`config.mk`:
```
export PLATFORM = sky130hd
export DESIGN_NAME = dram_arbiter
export DESIGN_NICKNAME = d
export VERILOG_FILES = /design/src/rtl/dram_arbiter.sv
export SDC_FILE = /design/constraint.sdc
export NUM_CORES = 1
export LEC_CHECK = 0
export ABC_AREA = 1
export CORE_MARGIN = 3
export CORE_UTILIZATION = 30
export CTS_BUF_LIST = sky130_fd_sc_hd__clkbuf_4 sky130_fd_sc_hd__clkbuf_8
export CTS_CLUSTER_SIZE = 20
export DETAILED_ROUTE_END_ITERATION = 6
export PLACE_DENSITY = 0.66
export SYNTH_ARGS = -nofsm -noshare
export SYNTH_HDL_FRONTEND = slang
export SYNTH_SLANG_ARGS = --single-unit
```
`constraint.sdc`:
```
create_clock -name i_clk -period 3.75 [get_ports i_clk]
set_input_delay 0.9375 -clock i_clk [delete_from_list [all_inputs] [get_ports i_clk]]
set_output_delay 0.9375 -clock i_clk [all_outputs]
set_load 0.02 [all_outputs]
```
`src/rtl/dram_arbiter.sv`:
```
// dram_arbiter: shares one single-port DRAM among NUM_CORES requesters (optional DRAM_ARBITER_FIXED_PRIO_EN).
// Latency: strobe one cycle after the request is sampled, ack the cycle after that; one access per 3 cycles.
// Backpressure: requests are level-held until acked; unserved ones wait, withdrawn ones are dropped silently.
module dram_arbiter #(
  parameter int NUM_CORES = 4
) (
  input  logic                   i_clk,
  input  logic                   i_rst,
  input  logic [16*NUM_CORES-1:0] i_req_addr,
  input  logic [2*NUM_CORES-1:0]  i_req_read,
  input  logic [2*NUM_CORES-1:0]  i_req_write,
  input  logic [8*NUM_CORES-1:0]  i_req_wdata,
  output logic [NUM_CORES-1:0]    o_ack,
  output logic [7:0]              o_rdata,
  output logic [15:0]             o_mem_addr,
  output logic [1:0]              o_mem_sel,
  output logic                    o_mem_re,
  output logic                    o_mem_we,
  output logic [7:0]              o_mem_wdata,
  input  logic [7:0]              i_mem_rdata,
  output logic                    o_busy,
  output logic                    o_err
);
  localparam int IW  = (NUM_CORES > 1) ? $clog2(NUM_CORES) : 1;
  localparam int IW1 = IW + 1;
  localparam logic [NUM_CORES-1:0] ONE_HOT0 = NUM_CORES'(1);

  typedef enum logic [1:0] {IDLE, ISSUE, RESP} state_t;

  state_t               state;
  logic [IW-1:0]        win_q;
  logic                 is_wr_q;
  logic [NUM_CORES-1:0] req;
  logic [IW-1:0]        win;
  logic                 found;
  logic [1:0]           win_rcode;
  logic [1:0]           win_wcode;
  logic                 win_wr;

  // A core is requesting when either of its codes is nonzero
  for (genvar k = 0; k < NUM_CORES; k++) begin : g_req
    assign req[k] = (|i_req_read[2*k +: 2]) | (|i_req_write[2*k +: 2]);
  end

`ifdef DRAM_ARBITER_FIXED_PRIO_EN
  // Fixed priority: the lowest requesting index wins
  always_comb begin
    win   = '0;
    found = 1'b0;
    for (int i = NUM_CORES - 1; i >= 0; i--) begin
      if (req[i]) begin
        win   = IW'(i);
        found = 1'b1;
      end
    end
  end
`else
  logic [IW-1:0] ptr;
  logic [IW:0]   idx;

  // Round-robin: first requester found scanning upward from ptr, wrapping at NUM_CORES
  always_comb begin
    win   = '0;
    found = 1'b0;
    idx   = '0;
    for (int i = 0; i < NUM_CORES; i++) begin
      idx = {1'b0, ptr} + IW1'(i);
      if (idx >= IW1'(NUM_CORES)) idx = idx - IW1'(NUM_CORES);
      if (!found && req[idx[IW-1:0]]) begin
        win   = idx[IW-1:0];
        found = 1'b1;
      end
    end
  end
`endif

  assign win_rcode = i_req_read[2*win +: 2];
  assign win_wcode = i_req_write[2*win +: 2];
  // Both codes set is a protocol error and resolves to a write
  assign win_wr    = (win_wcode != 2'b00);

  assign o_busy  = (state != IDLE);
  // DRAM read data arrives registered, i.e. exactly in the RESP cycle
  assign o_rdata = (state == RESP && !is_wr_q) ? i_mem_rdata : 8'h00;

  // Access FSM: latch the winner in IDLE, strobe during ISSUE, ack during RESP
  always_ff @(posedge i_clk) begin
    if (i_rst) begin
      state       <= IDLE;
      win_q       <= '0;
      is_wr_q     <= 1'b0;
      o_ack       <= '0;
      o_mem_re    <= 1'b0;
      o_mem_we    <= 1'b0;
      o_err       <= 1'b0;
      o_mem_addr  <= '0;
      o_mem_sel   <= '0;
      o_mem_wdata <= '0;
`ifndef DRAM_ARBITER_FIXED_PRIO_EN
      ptr         <= '0;
`endif
    end else begin
      case (state)
        IDLE: begin
          if (found) begin
            state       <= ISSUE;
            win_q       <= win;
            is_wr_q     <= win_wr;
            o_mem_addr  <= i_req_addr[16*win +: 16];
            o_mem_sel   <= win_wr ? win_wcode : win_rcode;
            o_mem_wdata <= i_req_wdata[8*win +: 8];
            o_mem_re    <= !win_wr;
            o_mem_we    <= win_wr;
            if (win_rcode != 2'b00 && win_wcode != 2'b00) o_err <= 1'b1;
`ifndef DRAM_ARBITER_FIXED_PRIO_EN
            ptr         <= (win == IW'(NUM_CORES - 1)) ? '0 : win + IW'(1);
`endif
          end
        end
        ISSUE: begin
          state    <= RESP;
          o_mem_re <= 1'b0;
          o_mem_we <= 1'b0;
          o_ack    <= ONE_HOT0 << win_q;
        end
        RESP: begin
          state <= IDLE;
          o_ack <= '0;
        end
        default: state <= IDLE;
      endcase
    end
  end
endmodule

```
## Word level (Yosys, flattened, before mapping)

Index checks and enable logic that the tools add are counted.

| operators by class | value |
|---|---|
| shift operators | 5 |
| $add $sub $neg | 8 |
| $lt $le $gt $ge | 8 |
| equal/unequal tests | 4 |
| bitwise gates (word level) | 4 |
| mux-type cells | 30 |
| reduce and logical (&&, ||, !) cells | 27 |

Operator list:

| cell | number |
|---|---|
| 64-bit by 7-bit variable part select with 16-bit output | 1 |
| 32-bit by 6-bit variable part select with 8-bit output | 1 |
| 2-bit 2-to-1 mux | 11 |
| 2-bit OR reduction | 8 |
| 8-bit by 4-bit variable part select with 2-bit output | 2 |
| 2-bit by 3-bit less-than comparator with 1-bit output, second input constant | 4 |
| 1-bit 2-to-1 mux | 10 |
| 2-bit nonzero test | 5 |
| 3-bit >= comparator, second input constant | 3 |
| 1-bit binary-select mux with 2-bit select | 4 |
| 8-bit 2-to-1 mux | 1 |
| 4-bit one-hot mux with 2 select lines | 1 |
| 2-bit by 1-bit subtractor with 2-bit output, second input constant | 4 |
| 2-bit by 2-bit adder with 3-bit output, second input constant | 2 |
| 1-bit logical AND | 5 |
| 1-bit logical NOT | 5 |
| 2-bit == test, second input constant | 2 |
| 1-bit OR | 4 |
| 1-bit one-hot mux with 2 select lines | 2 |
| 2-bit one-hot mux with 2 select lines | 1 |
| 2-bit AND reduction | 2 |
| 1-bit by 2-bit << shifter with 4-bit output, first input constant | 1 |
| 2-bit by 1-bit adder with 3-bit output, second input constant | 1 |
| 2-bit by 3-bit >= comparator with 1-bit output, second input constant | 1 |
| 5 further kinds | 5 |

| word-level totals | value |
|---|---|
| flip-flop bits (word level) | 40 |
| output and inout bits | 42 |
| logic and storage cells | 97 |
| bits of input ports | 122 |

## Depth between registers and ports, before layout

Gate-level depths: netlist of the first run.

| depth | value |
|---|---|
| word-level depth | 19 |
| depth in mapped cells | 19 |
| gate-level depth less buffers | 16 |

## Worst setup path before layout of the first run

OpenSTA, ideal clock, no wires.

| path | value |
|---|---|
| path type | in2reg |
| from | input i_req_read[4] |
| to | register ptr[1] |
| setup time | 127 ps |
| arrival time | 2511 ps |
| setup slack | 1112 ps |
| buffers on the path | 1 |
| data required time | 3623 ps |
| cell stages on the path | 12 |
| cells stage by stage | nor2_1 nand3_1 nand3_1 nand2_1 nor3_1 nand2_1 nand2_2 inv_2 buf_2 ha_1 o21ai_0 a21oi_1 |

| between the ends | value |
|---|---|
| word-level cells in the longest chain between the ends | 16 |
| elaborated cells on any way between the ends | 28 |
| those cells by class | add/sub: 1; eq/ne: 1; mux: 17; bitwise: 1; reduce/logical: 8 |

Ends and longest elaborated chain:

| item | RTL line | source |
|---|---|---|
| start: declaration | 10 | `input logic [2*NUM_CORES-1:0] i_req_read,` |
| 2-bit OR reduction * | 42 | `assign req[k] = (\|i_req_read[2*k +: 2]) \| (\|i_req_write[2*k +: 2]);` |
| 1-bit OR * | 42 |  |
| 1-bit binary-select mux with 2-bit select | 69 | `if (!found && req[idx[IW-1:0]]) begin` |
| 1-bit 2-to-1 mux (implied by the code) | 69 |  |
| 1-bit 2-to-1 mux | 69 |  |
| 1-bit logical NOT | 69 |  |
| 1-bit logical AND | 69 |  |
| 1-bit 2-to-1 mux | 69 |  |
| 1-bit logical NOT | 69 |  |
| 1-bit logical AND | 69 |  |
| 1-bit 2-to-1 mux | 69 |  |
| 1-bit logical NOT | 69 |  |
| 1-bit logical AND | 69 |  |
| 2-bit 2-to-1 mux * | 69 |  |
| net win[1] | 34 | `logic [IW-1:0] win;` |
| 2-bit by 1-bit adder with 2-bit output or 2-bit == test (tied branches) | 116 | `ptr <= (win == IW'(NUM_CORES - 1)) ? '0 : win + IW'(1);` |
| 2-bit 2-to-1 mux * | 116 |  |
| end signal: assignment | 116 |  |
| end: declaration | 58 | `logic [IW-1:0] ptr;` |

The timed path passes the listed nets; every way through them passes the cells marked *. The select of a mux whose other input is x is not followed.
A chain may end at the register's enable or synchronous reset.

## Worst setup path in the final report of the first run

| path | value |
|---|---|
| from | input i_req_read[4] |
| to | register o_mem_addr[1] |

| between the ends | value |
|---|---|
| word-level cells in the longest chain between the ends | 15 |
| elaborated cells on any way between the ends | 26 |
| those cells by class | shift: 1; mux: 16; bitwise: 1; reduce/logical: 8 |

Ends and longest elaborated chain:

| item | RTL line | source |
|---|---|---|
| 2-bit OR reduction * | 42 |  |
| 1-bit OR * | 42 |  |
| 1-bit binary-select mux with 2-bit select | 69 |  |
| 1-bit 2-to-1 mux (implied by the code) | 69 |  |
| 1-bit 2-to-1 mux | 69 |  |
| 1-bit logical NOT | 69 |  |
| 1-bit logical AND | 69 |  |
| 1-bit 2-to-1 mux | 69 |  |
| 1-bit logical NOT | 69 |  |
| 1-bit logical AND | 69 |  |
| 1-bit 2-to-1 mux | 69 |  |
| 1-bit logical NOT | 69 |  |
| 1-bit logical AND | 69 |  |
| 2-bit 2-to-1 mux or 1-bit 2-to-1 mux (tied branches) | 69 |  |
| 64-bit by 7-bit variable part select with 16-bit output or 2-bit AND reduction (tied branches) | - |  |
| end signal: assignment | 109 | `o_mem_addr <= i_req_addr[16*win +: 16];` |
| end: declaration | 15 | `output logic [15:0] o_mem_addr,` |

Mark *: on every way between the ends. The rest lies on a longest branch, timed or not. The select of a mux whose other input is x is not followed.

==> results of run 1 <==
worst max-delay path: cells and delay by family:
kind	cells	cell delay (ns)
buffers and inverters	4	0.85
AND/OR/NAND/NOR	7	1.15
AO/OA/AOI/OAI	3	0.49
per-layer routing:
layer  wire length, um  GRT usage  part of all wire
met5                 0          0                 0
met4               135     0.0456             0.013
met3               700     0.0403             0.069
met2              4770      0.305              0.47
met1              4500      0.226              0.45
final timing paths:
| path | to | slack [ns] | cells after the start |
|---|---|---|---|
| worst max-delay path | o_mem_addr[1]$_SDFFE_PP0P_ | 0.51 | 14 |
| worst min-delay path | o_err$_SDFFE_PP0P_ | 0.45 | 2 |
| worst max register to register | o_mem_addr[1]$_SDFFE_PP0P_ | 1.16 | 13 |
| worst min register to register | o_err$_SDFFE_PP0P_ | 0.45 | 2 |
cell usage after synthesis:
master / count
a211oi_1: 1
a21oi_1: 21
a31oi_1: 1
buf_1: 1
buf_2: 7
buf_4: 3
buf_6: 3
clkbuf_1: 9
clkbuf_2: 2
clkinv_1: 1
dfxtp_1: 40
ha_1: 5
inv_1: 49
inv_2: 4
inv_4: 1
nand2_1: 81
nand2_2: 6
nand3_1: 27
nand3_2: 3
nand3_4: 2
nand4_1: 9
nor2_1: 86
nor2_4: 2
nor3_1: 1
o211a_1: 1
o211ai_1: 13
o21ai_0: 52
o21ai_1: 17
or2_0: 4
or2_1: 2
or2_2: 15
xnor2_2: 1
power by group through the flow:
| stage | clock [mW] | sequential (mW) | combinational, mW |
|---|---|---|---|
| after floorplan | 0 | 0.865 | 1.39 |
| after global placement | 0 | 0.708 | 2.26 |
| after detailed placement | 0 | 0.708 | 2.28 |
| after CTS | 0.324 | 0.702 | 2.29 |
| after global routing | 0.341 | 0.722 | 2.54 |
| final | 0.313 | 0.700 | 2.29 |
stage by stage:
| step | setup slack [ns] | std cells |
|---|---|---|
| final | 0.513 | 753 |
| after global placement | 0.305 | 745 |
| after CTS | 0.546 | 753 |
| after detailed placement | 0.230 | 745 |
| after global routing | 0.228 | 753 |
| after floorplan | 1.11 | 470 |
state kept, by name (all words and copies together) (netlist names):
register / count
is_wr_q: 1
o_ack: 4
o_err: 1
o_mem_addr: 16
o_mem_re: 1
o_mem_sel: 2
o_mem_wdata: 8
o_mem_we: 1
ptr: 2
state: 2
win_q: 2
cell type report:
type / count / area (sq um)
Inverter: 55 / 209
Clock buffer: 7 / 90.1
Clock inverter: 1 / 7.51
Timing Repair Buffer: 171 / 1700
Multi-Input combinational cell: 350 / 1730
Sequential cell: 40 / 801
Tap cell: 129 / 161
Fill cell: 923 / 4580
cells by family (layout without fill, tap and decap cells):
group / Yosys count / in the layout / synth area share
xor gates and xnor gates: 1 / 1 / 0.00565
DFF: 40 / 40 / 0.278
and+or+nand+nor: 238 / 238 / 0.375
AOI/OAI and AO/OA: 106 / 106 / 0.199
adders and majority gates: 5 / 5 / 0.0217
buffers and inverters: 80 / 234 / 0.121
cell usage in the layout (no fill, tap or decap), types with 2 or more instances in the layout:
master and count:
a21oi_1 21, buf_4 7, clkbuf_8 6, clkdlybuf4s50_1 163
dfxtp_1 40, ha_1 5, inv_1 49, inv_2 4
nand2_1 81, nand2_2 6, nand3_1 27, nand3_2 3
nand3_4 2, nand4_1 9, nor2_1 86, nor2_4 2
o211ai_1 13, o21ai_0 52, o21ai_1 17, or2_0 4
or2_1 2, or2_2 15
==> summary.txt, run 1 <==
Synthesis
  – Largest cells by area after synthesis: dfxtp_1 (28%), nor2_1 (11%), nand2_1 (11%)
  – Post-Syn Area per Cell: 6.13 sq um
  – Mapped Cells: 470
  – Seq cells post-synth: 40
  – Post-synth top area share: 0.278
  – Cell type with the largest total area after synthesis: dfxtp_1
  – Mapped Area: 2880 sq um
  – Synthesis Warnings: 0
  – Library cells used by synthesis: 32
  – Syn_nets: 597
  – Register area share after synthesis: 0.278

Power and ir drop
  – Leakage: 2.08 nW
  – Int Pwr: 1.68 mW
  – Max VDD drop: 0.276 mV
  – Logic pwr share: 0.693
  – Sequential share of power: 0.212
  – Clock power share: 0.095
  – Net Sw Frac: 0.490
  – Psw: 1.62 mW
  – Pwr Density: 701 nW/um^2
  – Total power: 3.30 mW

Route
  – Post-DRT Antenna Nets: 0
  – Post-Route WL: 10.1 mm
  – DRC: 0
  – Vias/cell: 4.69
  – Drt pass-1 iters: 5
  – DR iter-0 viols: 172
  – Via count: 3534
  – WL per Instance: 13.4 um

Layout
  – Area grow syn2layout: 63.4%
  – Final nets: 750
  – Post-route cell area: 4700 sq um
  – Antenna Cells: 0
  – Layout cells sized above 1: 0.0801
  – Post-layout util: 0.507

STA
  – TNS Setup: 0 ns
  – Tcrit/Tclk final: 0.863
  – Slew margin rel.: 0.668
  – # setup viols final: 0
  – Minimum clock period: 3.24 ns
  – Final hold violations: 0
  – Hold slack: 0.453 ns
  – Fmax: 309 MHz
  – Worst slew pin tran: 0.497 ns
  – Final slew viol count: 0
  – Unrepaired setup endpoints after global routing: false
  – Clock Skew: 0.00457 ns

Clock network
  – Post-CTS Setup Bufs: 0
  – CTS Hold Buffers Added: 0
  – Htree depth: 2
  – Clock buffer count from CTS: 5
  – Worst-case clock buffer depth: 2
  – CTS clock-pin slew for the worst setup and hold paths: 0.08 ns
  – TritonCTS clock tree: done
  – CTS Sinks: 40
  – Post-CTS Resized: 0
  – Worst-skew pair later-pin latency: 0.29 ns
  – Root Driver: clkbuf_8

Placed design
  – Placer Congestion: 0.874
  – Buffers on Ports: 163
  – DP Area: 4610 sq um
  – HPWL after detailed placement: 7.80 mm

Global route
  – Vias in the first global route: 3352
  – First-pass GRT wire length: 16.1 mm
  – Global-route usage over all layers: 0.178
  – Initial antenna violation count: 0
  – Global route overflow: 0
  – Largest net degree at the start of global routing: 41

Worst setup path
  – CP Class: input port to flop
  – Crit. Startpoint: i_req_read[4]
  – Type of destination of the critical path: flop
  – Data required time of the critical path: 3.94 ns
  – CP Cell Sequence: clkdlybuf4s50_1 > nor2_1 > nand3_1 > nand3_1 > nand2_1 > nor2_4 > nand3_4 > nand3_4 > inv_2 > buf_4 > o21ai_0 > o21ai_0 > o21ai_0 > inv_1
  – Worst Path Max Fanout: 18
  – Arr. time, crit path: 3.43 ns
  – Crit-path slowest cell: clkdlybuf4s50_1
  – Startpoint Class: input port
  – Cell mode on critical path: o21ai_0
  – FF-to-FF Start: ptr[0]$_SDFFE_PP0P_
  – Biggest cell delay along the critical path: 0.42 ns

Floorplanning
  – Io pins: 164
  – Core area: 9280 sq um
  – DIE HEIGHT: 104 um
  – Initial Utilization: 0.310
  – # rows: 35
  – Die Wd: 104 um
  – Die area: 10800 sq um

Min path
  – Worst Hold Class: flop to flop
  – Worst Hold Launch: o_err$_SDFFE_PP0P_

Flow run
  – Max Cap Viol: 0

Run status
  – Status: finished clean
(Power assumes the default switching activity.)
==> run 2, diff against run 1 <==
--- a/config.mk
+++ b/config.mk
@@ -7,11 +7,11 @@
 export LEC_CHECK = 0
 export ABC_AREA = 1
 export CORE_MARGIN = 3
-export CORE_UTILIZATION = 30
+export CORE_UTILIZATION = 43
 export CTS_BUF_LIST = sky130_fd_sc_hd__clkbuf_4 sky130_fd_sc_hd__clkbuf_8
 export CTS_CLUSTER_SIZE = 20
 export DETAILED_ROUTE_END_ITERATION = 6
-export PLACE_DENSITY = 0.66
+export PLACE_DENSITY = 0.89
 export SYNTH_ARGS = -nofsm -noshare
 export SYNTH_HDL_FRONTEND = slang
 export SYNTH_SLANG_ARGS = --single-unit
==> constraint.sdc (replaced) <==
create_clock -name i_clk -period 3.75 [get_ports i_clk]
set_input_delay 0.9375 -clock i_clk [delete_from_list [all_inputs] [get_ports i_clk]]
set_output_delay 0.9375 -clock i_clk [all_outputs]
set_load 0.005 [all_outputs]
==> summary.txt, run 2 (synthesis gave the netlist of run 1 again) <==
Run status
  – Status: finished clean

STA
  – Worst slew pin tran: 0.438 ns
  – Slew margin rel.: 0.708
  – Final hold violations: 0
  – Fmax: 309 MHz
  – Setup ws final: 0.518 ns
  – Final slew viol count: 0
  – Unrepaired setup endpoints after global routing: false
  – # setup viols final: 0
  – Tcrit/Tclk final: 0.862
  – TNS Setup: 0 ns
  – Minimum clock period: 3.23 ns
  – Hold slack: 0.455 ns
  – Clock Skew: 0.0107 ns

Worst setup path
  – Cell mode on critical path: nand2_1
  – Data required time of the critical path: 3.99 ns
  – Worst Path Max Fanout: 36
  – CP Class: input port to flop
  – CP Cell Sequence: clkdlybuf4s50_1 > nor2_1 > nand3_1 > nand3_1 > nand2_1 > inv_1 > nand2_1 > nand2_2 > nand3_4 > inv_2 > buf_12 > o21ai_0 > o211ai_1 > nand2_1 > inv_1
  – Worst R2R End: o_mem_addr[15]$_SDFFE_PP0P_
  – Biggest cell delay along the critical path: 0.42 ns
  – R2r setup slk: 1.10 ns
  – R2R cell count: 13
  – Startpoint Class: input port
  – Crit. Startpoint: i_req_write[1]
  – Arr. time, crit path: 3.47 ns
  – Crit-path slowest cell: clkdlybuf4s50_1
  – Type of destination of the critical path: flop
  – FF-to-FF Start: ptr[0]$_SDFFE_PP0P_
  – Crit path capture: o_mem_addr[15]$_SDFFE_PP0P_

Min path
  – Worst Hold Class: flop to flop

Placed design
  – HPWL after detailed placement: 7.48 mm
  – Buffers on Ports: 163
  – Setup WS pre-CTS: 0.240 ns
  – Placer Congestion: 1.01
  – Placed Cells incl. Taps: 691

Clock network
  – Htree depth: 2
  – Post-CTS Setup Bufs: 0
  – CTS Hold Buffers Added: 0
  – Root Driver: clkbuf_8
  – Post-CTS Resized: 0
  – CTS Sinks: 40
  – Worst-case clock buffer depth: 2
  – Clock buffer count from CTS: 5
  – Worst-skew pair later-pin latency: 0.29 ns
  – TritonCTS clock tree: done
  – CTS clock-pin slew for the worst setup and hold paths: 0.08 ns

Route
  – DRC: 0
  – DR iter-0 viols: 247
  – Post-Route WL: 9.41 mm
  – WL per Instance: 13.5 um
  – Drt pass-1 iters: 5
  – Via count: 3568
  – Vias/cell: 5.10
  – Post-DRT Antenna Nets: 0

Floorplanning
  – Io pins: 164
  – Die area: 7710 sq um
  – Initial Utilization: 0.448
  – Die Wd: 87.8 um
  – DIE HEIGHT: 87.8 um
  – Core area: 6420 sq um
  – # rows: 29

Global route
  – M1 GR Usage: 0.293
  – Most Crowded Layer GR: met2
  – Global route overflow: 0
  – Vias in the first global route: 3488
  – GR Util met2: 0.442
  – GR Util met3: 0.0423
  – First-pass GRT wire length: 15.3 mm
  – Largest net degree at the start of global routing: 37
  – Global-route usage over all layers: 0.245
  – Initial antenna violation count: 0

Power and ir drop
  – Pwr Density: 670 nW/um^2
  – Max VDD drop: 0.345 mV
  – Total power: 3.10 mW
  – Leakage: 2.07 nW

Layout
  – Antenna Cells: 0
  – Most common cell after layout, fill and taps aside: clkdlybuf4s50_1
  – Final nets: 748
  – Finished Layout Cells: 699
  – Max reg flops: 16
  – Layout cells sized above 1: 0.0772
  – Top flop regs: o_mem_addr x16, o_mem_wdata x8, o_ack x4
  – Commonest cells after routing, fill and taps aside: clkdlybuf4s50_1 (163), nor2_1 (86), nand2_1 (81)
  – Area grow syn2layout: 60.6%
  – Most flops, register: o_mem_addr

Flow run
  – Max Cap Viol: 0
-- run 2: how the worst min path moves through the flow --
stage                         start                   end  cells after the start
4_1_cts          o_err$_SDFFE_PP0P_    o_err$_SDFFE_PP0P_                      2
3_3_place_gp     o_err$_SDFFE_PP0P_    o_err$_SDFFE_PP0P_                      2
5_1_grt          o_err$_SDFFE_PP0P_    o_err$_SDFFE_PP0P_                      2
6_report         o_err$_SDFFE_PP0P_    o_err$_SDFFE_PP0P_                      2
2_1_floorplan  is_wr_q$_SDFFE_PP0P_  is_wr_q$_SDFFE_PP0P_                      2
3_5_place_dp     o_err$_SDFFE_PP0P_    o_err$_SDFFE_PP0P_                      2
-- run 2: layout make-up --
cell class	instances	area, sq um
Clock buffer	7	90.1
Clock inverter	1	7.51
Fill cell	543	1800
Inverter	55	209
Multi-Input combinational cell	350	1730
Sequential cell	40	801
Tap cell	77	96.3
Timing Repair Buffer	169	1690
-- run 2: worst max-delay path, delay by kind of cell --
family	cells	cell delay (ns)
compound gates	2	0.34
buf+inv	5	1.12
simple gates	8	1.05
-- run 2: routing by layer --
metal  wire length [um]  vias to the layer above
li1                   -                     1819
met1               3810                     1585
met2               4680                      141
met3                694                       23
met4                229                        0
met5                  0                        -
-- run 2: where the power goes --
group,internal [mW],switching (mW)
Sequential,0.596,0.110
Combinational,0.905,1.18
Clock,0.157,0.149
Total,1.66,1.44
-- run 2: stage by stage --
stage / instance area (sq um) / util
floorplan: 2880 / -
global placement: 4530 / 0.705
detailed placement: 4530 / 0.705
CTS: 4620 / 0.720
global route: 4620 / 0.720
finish: 4620 / 0.720
==> run 3, diff against run 2 <==
--- a/config.mk
+++ b/config.mk
@@ -12,6 +12,7 @@
 export CTS_CLUSTER_SIZE = 20
 export DETAILED_ROUTE_END_ITERATION = 6
 export PLACE_DENSITY = 0.89
+export REMOVE_ABC_BUFFERS = 1
 export SYNTH_ARGS = -nofsm -noshare
 export SYNTH_HDL_FRONTEND = slang
 export SYNTH_SLANG_ARGS = --single-unit
==> summary.txt, run 3 (synthesis gave the netlist of run 1 again) <==
Route
  – Via count: 3576
  – Drt pass-1 iters: 5
  – Post-Route WL: 9.56 mm
  – Post-DRT Antenna Nets: 0
  – DR iter-0 viols: 219
  – Vias/cell: 5.09
  – DRC: 0
  – WL per Instance: 13.6 um

Clock network
  – CTS clock-pin slew for the worst setup and hold paths: 0.08 ns
  – Htree depth: 2
  – Post-CTS Setup Bufs: 0
  – CTS Sinks: 40
  – Worst-skew pair later-pin latency: 0.29 ns
  – Root Driver: clkbuf_8
  – TritonCTS clock tree: done
  – Clock buffer count from CTS: 5
  – Post-CTS Resized: 0
  – CTS Hold Buffers Added: 0
  – Worst-case clock buffer depth: 2

Floorplanning
  – DIE HEIGHT: 87.8 um
  – Core area: 6420 sq um
  – Die area: 7710 sq um
  – # rows: 29
  – Io pins: 164
  – Die Wd: 87.8 um
  – Initial Utilization: 0.448

STA
  – # setup viols final: 0
  – Hold slack: 0.453 ns
  – TNS Setup: 0 ns
  – Fmax: 318 MHz
  – Setup ws final: 0.608 ns
  – Unrepaired setup endpoints after global routing: false
  – Final hold violations: 0
  – Minimum clock period: 3.14 ns
  – Slew margin rel.: 0.694
  – Final slew viol count: 0
  – Tcrit/Tclk final: 0.838
  – Worst slew pin tran: 0.459 ns
  – Clock Skew: 0.00694 ns

Placed design
  – Setup WS pre-CTS: 0.332 ns
  – Placer Congestion: 0.994
  – HPWL after detailed placement: 7.54 mm
  – Placed Cells incl. Taps: 694
  – Buffers on Ports: 163
  – DP Area: 4550 sq um

Power and ir drop
  – Leakage: 2.10 nW
  – Total power: 3.21 mW
  – Pwr Density: 687 nW/um^2
  – Max VDD drop: 0.342 mV

Worst setup path
  – CP Cell Sequence: clkdlybuf4s50_1 > nor2_1 > nand3_1 > nand3_1 > nand2_1 > inv_1 > nand2_1 > nand2_2 > nand3_4 > buf_4 > or2_2 > o21ai_0 > o21ai_0 > o21ai_0 > inv_1
  – Worst path top cell family by delay: simple AND/OR/NAND/NOR gates
  – Type of destination of the critical path: flop
  – CP Class: input port to flop
  – Worst Path Max Fanout: 15
  – Biggest cell delay along the critical path: 0.44 ns
  – Worst path bufs/invs: 4
  – Data required time of the critical path: 3.93 ns
  – Startpoint Class: input port
  – Cell mode on critical path: o21ai_0
  – Arr. time, crit path: 3.33 ns
  – Crit-path slowest cell: clkdlybuf4s50_1

Global route
  – Largest net degree at the start of global routing: 31
  – Global-route usage over all layers: 0.241
  – Global route overflow: 0
  – Vias in the first global route: 3356
  – Initial antenna violation count: 0
  – First-pass GRT wire length: 14.9 mm

Layout
  – Finished Layout Cells: 702
  – Antenna Cells: 0
  – Max reg flops: 16
  – Layout cells sized above 1: 0.0816
  – Most flops, register: o_mem_addr
  – Final nets: 751
  – Post-layout util: 0.728
  – Commonest cells after routing, fill and taps aside: clkdlybuf4s50_1 (163), nor2_1 (86), nand2_1 (81)
  – Post-route cell area: 4670 sq um
  – Most common cell after layout, fill and taps aside: clkdlybuf4s50_1
  – Top flop regs: o_mem_addr x16, o_mem_wdata x8, o_ack x4
  – Area grow syn2layout: 62.4%

Run status
  – Status: finished clean

Min path
  – Worst Hold Class: flop to flop

Flow run
  – Max Cap Viol: 0
run 3: changes by cell type in the layout (fill, tap and decap cells not counted), sizes merged:
cell      previous run  this run
buf                  6         9
bufinv               0         1
clkinvlp             1         0
run 3: per-layer routing:
layer | track usage | wire [um] | vias to the layer above
li1 | - | - | 1820
met1 | 0.281 | 3780 | 1572
met2 | 0.427 | 4760 | 162
met3 | 0.0668 | 811 | 22
met4 | 0.0739 | 204 | 0
met5 | 0 | 0 | -
run 3: worst paths after layout:
path | startpoint | endpoint | slack [ns] | cells past startpoint
worst max-delay path | i_req_write[1] | o_mem_addr[9]$_SDFFE_PP0P_ | 0.61 | 15
worst min-delay path | o_err$_SDFFE_PP0P_ | o_err$_SDFFE_PP0P_ | 0.45 | 2
worst min register to register | o_err$_SDFFE_PP0P_ | o_err$_SDFFE_PP0P_ | 0.45 | 2
worst max register to register | ptr[0]$_SDFFE_PP0P_ | o_mem_addr[9]$_SDFFE_PP0P_ | 1.24 | 13
run 3: layout make-up:
type	count	area, sq um
tap	77	96.3
timing repair buffer	172	1710
clock inverter	1	30.0
multi-input combinational	350	1730
fill	533	1750
inverter	55	209
sequential	40	801
clock buffer	7	96.3
run 3: worst min-delay path: stages (launching register included):
cell and delay, ns:
dfxtp_1 0.31, inv_1 0.04, a21oi_1 0.05
run 3: where the power goes:
group | internal (mW) | leakage [nW] | switching (mW)
combinational | 0.928 | 1.70 | 1.20
sequential | 0.596 | 0.332 | 0.107
clock | 0.235 | 0.0645 | 0.149
total | 1.76 | 2.10 | 1.45
